$ cat src/rtl/regfile_scoreboard.sv
// regfile_scoreboard: register file with pending-write scoreboard, write-back bypass and clear sweep
module regfile_scoreboard #(
  parameter int NUM_REG = 32,
  parameter int REG_WIDTH = 32,
  parameter int ADDR_W = $clog2(NUM_REG),
  parameter bit ZERO_REG = 1
) (
  input  logic                 clk,
  input  logic                 rst_n,
  input  logic                 clr_req,
  output logic                 clr_busy,
  input  logic                 issue_valid,
  input  logic [ADDR_W-1:0]    issue_rs1,
  input  logic [ADDR_W-1:0]    issue_rs2,
  input  logic [ADDR_W-1:0]    issue_rd,
  output logic                 issue_stall,
  output logic [REG_WIDTH-1:0] rs1_data,
  output logic [REG_WIDTH-1:0] rs2_data,
  input  logic                 wb_valid,
  input  logic [ADDR_W-1:0]    wb_rd,
  input  logic [REG_WIDTH-1:0] wb_data
);
  typedef enum logic {IDLE, CLEAR} state_t;
  localparam logic [ADDR_W-1:0] LAST = ADDR_W'(NUM_REG - 1);
  state_t state;
  logic [ADDR_W-1:0] idx;
  logic [REG_WIDTH-1:0] mem [NUM_REG];
  logic [NUM_REG-1:0] pending;
  logic idle, accept;
  // addresses past NUM_REG-1 (non power-of-two depth) behave like absent registers
  function automatic logic live(input logic [ADDR_W-1:0] a);
    return a <= LAST && !(ZERO_REG && a == '0);
  endfunction
  function automatic logic [REG_WIDTH-1:0] rd_port(input logic [ADDR_W-1:0] a);
    return !live(a) ? '0 : (wb_valid && idle && wb_rd == a) ? wb_data : mem[a];
  endfunction
  function automatic logic eff_pend(input logic [ADDR_W-1:0] a);
    return live(a) && pending[a] && !(wb_valid && idle && wb_rd == a);
  endfunction
  assign idle = state == IDLE;
  assign clr_busy = !idle;
  assign issue_stall = clr_busy || (issue_valid && (eff_pend(issue_rs1) || eff_pend(issue_rs2) || eff_pend(issue_rd)));
  assign accept = issue_valid && !issue_stall;
  assign rs1_data = rd_port(issue_rs1);
  assign rs2_data = rd_port(issue_rs2);
  always_ff @(posedge clk or negedge rst_n)
    if (!rst_n) begin
      state <= IDLE;
      idx <= '0;
      pending <= '0;
      for (int i = 0; i < NUM_REG; i++) mem[i] <= '0;
    end else if (clr_busy) begin
      mem[idx] <= '0;
      idx <= idx == LAST ? '0 : idx + ADDR_W'(1);
      state <= idx == LAST ? IDLE : CLEAR;
    end else begin
      if (wb_valid && live(wb_rd)) begin
        mem[wb_rd] <= wb_data;
        pending[wb_rd] <= 1'b0;
      end
      if (accept && live(issue_rd)) pending[issue_rd] <= 1'b1;
      if (clr_req) begin
        state <= CLEAR;
        idx <= '0;
        pending <= '0;
      end
    end
endmodule

$ cat config.mk
export PLATFORM = sky130hd
export DESIGN_NAME = regfile_scoreboard
export DESIGN_NICKNAME = d
export VERILOG_FILES = /design/src/rtl/regfile_scoreboard.sv
export SDC_FILE = /design/constraint.sdc
export NUM_CORES = 2
export LEC_CHECK = 0
export CAP_MARGIN = 20
export CORE_AREA = 2 2 393 395
export CTS_BUF_LIST = sky130_fd_sc_hd__clkbuf_8
export DETAILED_ROUTE_END_ITERATION = 10
export DIE_AREA = 0 0 395 397
export SYNTH_ARGS = -nofsm -noshare
export SYNTH_HDL_FRONTEND = slang
export SYNTH_SLANG_ARGS = --single-unit
$ cat constraint.sdc
create_clock -name clk -period 3.9 [get_ports clk]
set_input_delay 0.78 -clock clk [delete_from_list [all_inputs] [get_ports clk]]
set_output_delay 0.78 -clock clk [all_outputs]
set_load 0.02 [all_outputs]
After elaboration in Yosys (flattened, before gate mapping)
Index checks and enable logic that the tools add are counted.

Register bits after elaboration: 1062. Bits in latches: 0. Bits in writable memories: 0. Bits in read-only memories: 0. Output and inout bits: 66. Memories kept: 0.

$add $sub $neg: 1. $mul: 0. Divide/modulo/power cells: 0. Magnitude comparators: 16. Eq/ne operators: 4. Shift operators: 0. Muxes and demuxes: 37. Bitwise gates (word level): 10. Reductions and logical operators: 39.

Operators by type and width (count): two-way mux 1024 bit (2); AND 1024 bit (1); bitwise mux 1024 bit (1); inverter 1024 bit (1); two-way mux 32 bit (14); binary-select mux 32 bit (select 5 bit) (2); demux 32 bit (select 5 bit) (2); AND 32 bit (1); inverter 32 bit (1); OR 32 bit (1); greater-or-equal comparator 6 bit (second input constant) (4); < comparator 5 x 6 -> 1 bit (second input constant) (4); inverter 5 -> 6 bit (4); logical AND 1 bit (22); less-or-equal comparator 5 bit (second input constant) (4); logical NOT 5 bit (4); binary-select mux 1 bit (select 5 bit) (3); == test 5 bit (3); two-way mux 5 bit (3); < comparator 6 x 1 -> 1 bit (second input constant) (2); demux 1 bit (select 5 bit) (2); greater-or-equal comparator 5 x 1 -> 1 bit (second input constant) (2); logical NOT 1 bit (8); two-way mux 1 bit (8); other kinds (5) (8).

Longest topological paths before layout
Depth after elaboration: 14. Mapped depth: 12. Gate-level depth less buffers: 6.

Least setup slack after synthesis
OpenSTA, ideal clock, no wires.

Path kind: input port to output port. Start: input issue_rs2[0]. End: output rs2_data[0]. Arrival: 2.966 ns. Required time: 3.120 ns. Path slack: 0.154 ns. Stages on the path: 10. Cells stage by stage: buf_2 > buf_6 > clkbuf_1 > buf_2 > mux4_2 > mux4_2 > nand2_1 > nand3_1 > o21ai_0 > nor2_1.

Word-level cells in the longest chain between the ends: 6. Elaborated cells between the ends (all ways): 12. Classes of those cells: 1 x order compare; 1 x eq/ne; 5 x mux; 1 x bitwise; 4 x reduce/logical.

Ends and longest elaborated chain: from (decl) (RTL line 14) `input logic [ADDR_W-1:0] issue_rs2,`; inverter 5 -> 6 bit (not written as such) (RTL line 35) `return !live(a) ? '0 : (wb_valid && idle && wb_rd == a) ? wb_data : mem[a];`; binary-select mux 32 bit (select 5 bit) (RTL line 35); two-way mux 32 bit (not written as such) (2 in series) (RTL line 35); two-way mux 32 bit (RTL line 35); two-way mux 32 bit (*) (RTL line 35); to (decl) (RTL line 18) `output logic [REG_WIDTH-1:0] rs2_data,`.

Mark *: on every way between the ends. The rest lies on a longest branch, timed or not. The select of a mux whose other input is x is not followed.

Final worst setup path
Start: input issue_rs2[0]. End: output rs2_data[30].

Same word-level chain as after synthesis.

==> summary.md <==
| Metric | Value |
|---|---|
| Internal | between 15 and 20 mW |
| Slew Limit Fails | 0 |
| Dpl cells | 6070 |
| Leak pwr | 29.9 nW |
| Period utilization | 99.4% |
| Required @ worst endpoint | 3120 ps |
| Final Cell Area | 0.0676 mm² |
| Layout cell share with drive strength beyond 1 | 34.7% |
| Max Clk Rate | 258 MHz |
| Sw Ratio | 31.6% |
| Synthesized flop and latch total | 1062 |
| CP cell instances | buf_16 > buf_4 > buf_16 > mux4_2 > mux4_2 > mux2i_2 > buf_4 > a211oi_1 > clkbuf_2 |
| Die Wd | just under 400 µm |
| Setup ws final | 24.0 ps |
| Initial Utilization | between 30% and 40% |
| Pre-CTS setup slack | -667 ps |
| DRC viols | 0 |
| Setup CP Type | input port to primary output |
| Tot GR Track Use | 27.8% |
| Crit path time final | just under 4000 ps |
| Seq pwr share | 43.4% |
| Core footprint | 0.153 mm² |
| Via Count | between 40000 and 50000 |
| Final hold viol count | 0 |
| Global-route wire length before repair | 319000 µm |
| Combinational share of power | 20.6% |
| Flop-to-flop setup slack | 350 ps |
| Syn_nets | around 4000 |
| Number of flops mapped to enable cells by yosys | 0 |
| Vias in the first global route | 44100 |
| Nets | 4304 |
| Final GP Congestion | between 0.9 and 1 |
| Antenna-violating nets left | 0 |
| Final core occ | between 40 and 50% |
| Status | finished, final reports clean |
| CTS Buffer Depth | 3 |
| Clock Skew | 37.9 ps |
| Initial antenna violation count | 3 |
| Top Ports | between 100 and 150 |
| Final hold slack | 493 ps |
| Pin count of the biggest net entering global routing | 97 |
| Critical Path Slowest Stage Cell | mux4_2 |
| Clock root cell | clkbuf_8 |
| Synth cell types | 51 |
| Placed cell area | 0.0632 mm² |
| Crit. End Element | primary output |
| Reg2Reg Depth | 21 |
| Initial DRC count | roughly 5500 |
| Mapped cell area | 0.0561 mm² |
| Sw Pwr | 9.09 mW |
| Most frequent cells in the layout | dfrtp_1 (1059), a22o_1 (994), mux4_2 (581) |
| CP max stage delay | 530 ps |
| H-tree levels | 4 |
| Clk network pwr share | between 30% and 40% |
| Die ar. | approximately 0.16 mm² |
| CTS tree | done |
| Hold Crit Class | input port to async pin |
| Vias per inst | 6.80 |
| DP HPWL | 132000 µm |
| Non-Filler Instances | around 6400 |
| Relative slew slack | between 10% and 20% |
| Post-Syn Area per Cell | 14.0 µm² |
| Mapped Cells | 3994 |
| Crit Reg-Reg Startpoint | pending[15] |
| Clock Latency Late Sink | 970 ps |
| Final Power | 28.8 mW |
| Clk sinks | 1062 |
| GRT overflow | 0 |
| Worst-margin pin slew | approximately 1200 ps |
| Seq/Total Area, Yosys | between 40% and 50% |
| Detailed Route WL | 220000 µm |
| Synth warnings | 0 |
| Setup TNS | 0 ps |
| Async S/R FF share, synth | 100% |
| Layout area overhead | 20.5% |
| CTS Buf Count | 180 |
| Pwr Density | roughly 430 mW/mm² |
| CP startpoint kind | input port |
| Routed len/inst | roughly 34 µm |
| Critical Path AT | 3100 ps |
| RR Endpoint | pending[3] |
| Most common cell after layout, fill and taps aside | dfrtp_1 |
| # fillers | 13600 |
| Worst IR Drop VDD | 348 µV |
| Final setup violation count | 0 |
| CTS clock-pin slew for the worst setup and hold paths | approximately 60 ps |
| Die height | 397 µm |
| Rows | 144 |
| Max cap viols | 0 |
| Crit-path max FO | 13 |
| Drt first pass iters | 5 |
| Port Buffer Count | 122 |
| Most frequently used flop master after synthesis | dfrtp_1 |
==> final cells by class <==
cell class / instances / area [µm²] / area share (%)
multi-input combinational: 2375 / 28100 / 41.6
sequential: 1062 / 26600 / 39.3
tap: 2044 / 2560 / 3.78
clock buffer: 237 / 3260 / 4.82
timing repair buffer: 615 / 6620 / 9.80
clock inverter: 84 / 394 / 0.583
antenna: 6 / 15.0 / 0.0222
inverter: 8 / 32.5 / 0.0481
==> power groups by stage <==
stage          Clock, mW  Combinational (mW)  Sequential, mW
5_1_grt             10.9                6.14            12.6
3_3_place_gp           0                5.65            12.6
2_1_floorplan          0                3.08            12.4
3_5_place_dp           0                5.75            12.6
4_1_cts             10.4                5.80            12.5
6_report            10.3                5.93            12.5
==> layer usage <==
layer / share of wire (%) / vias up / global-route usage [%]
met2: 45 / 3076 / 41.6
met3: 11 / 734 / 7.82
li1: - / 16800 / -
met1: 38 / 23100 / 36.9
met5: 0.0064 / - / 0
met4: 5.7 / 2 / 14.0
==> cell families after synthesis <==
family,Yosys count,synth area share (%)
compound gates,1336,19.6
xor+xnor,17,0.265
fa+ha+maj,5,0.112
buf+inv,557,4.06
flops,1062,47.4
mux,739,26.2
simple gates,278,2.39
==> what timing repair did <==
| action | CTS | global route |
|---|---|---|
| hold buffers | 1 | 0 |
| hold endpoints to repair | 48 | 0 |
| setup endpoints to repair | 64 | 48 |
| pin swaps | 6 | 9 |
| resized for setup | 172 | 79 |
| cloned | 5 | 4 |
| setup buffers | 20 | 5 |
==> cell usage after synthesis, types with 7 or more instances <==
cell type  instances  area, µm²
a211oi_1          25        188
a21oi_1           82        410
a221oi_1          46        403
a22o_1           994       8710
a22oi_1           29        218
and2_1            41        257
buf_1             62        233
buf_2             65        325
buf_4             11       82.6
buf_6              8       90.1
clkbuf_1         400       1500
dfrtp_1         1062      26600
mux2i_1          156       1560
mux4_2           580      13100
nand2_1           65        244
nand3_1           28        140
nor2_1            92        345
nor2b_1            7       43.8
nor3_1             9       45.0
o211ai_1          14        105
o21ai_0           92        460
o22ai_1           14       87.6
o41ai_1           18        158
o41ai_2           10        163
xor2_1            13        114
==> worst max-delay path: cells and delay by family <==
family          cells  cell delay [ps]
mux                 3             1240
buf+inv             5              930
compound gates      1              100
==> how the worst max path moves through the flow <==
| stage | start | endpoint | slack, ps | cells past startpoint |
|---|---|---|---|---|
| floorplan | issue_rs2[0] | rs2_data[0] | 150 | 10 |
| global placement | wb_rd[0] | rs1_data[29] | -680 | 11 |
| detailed placement | wb_rd[0] | rs1_data[29] | -670 | 11 |
| CTS | issue_rs2[0] | rs2_data[19] | -70 | 10 |
| global route | mem[282] | rs2_data[26] | -0.7 | 6 |
| finish | issue_rs2[0] | rs2_data[30] | 20 | 9 |
==> registers in the layout, indices dropped and copies added, names as in the netlist <==
signal and flops:
clr_busy 1, idx 5, mem 1024, pending 32
(Power assumes the default switching activity.)
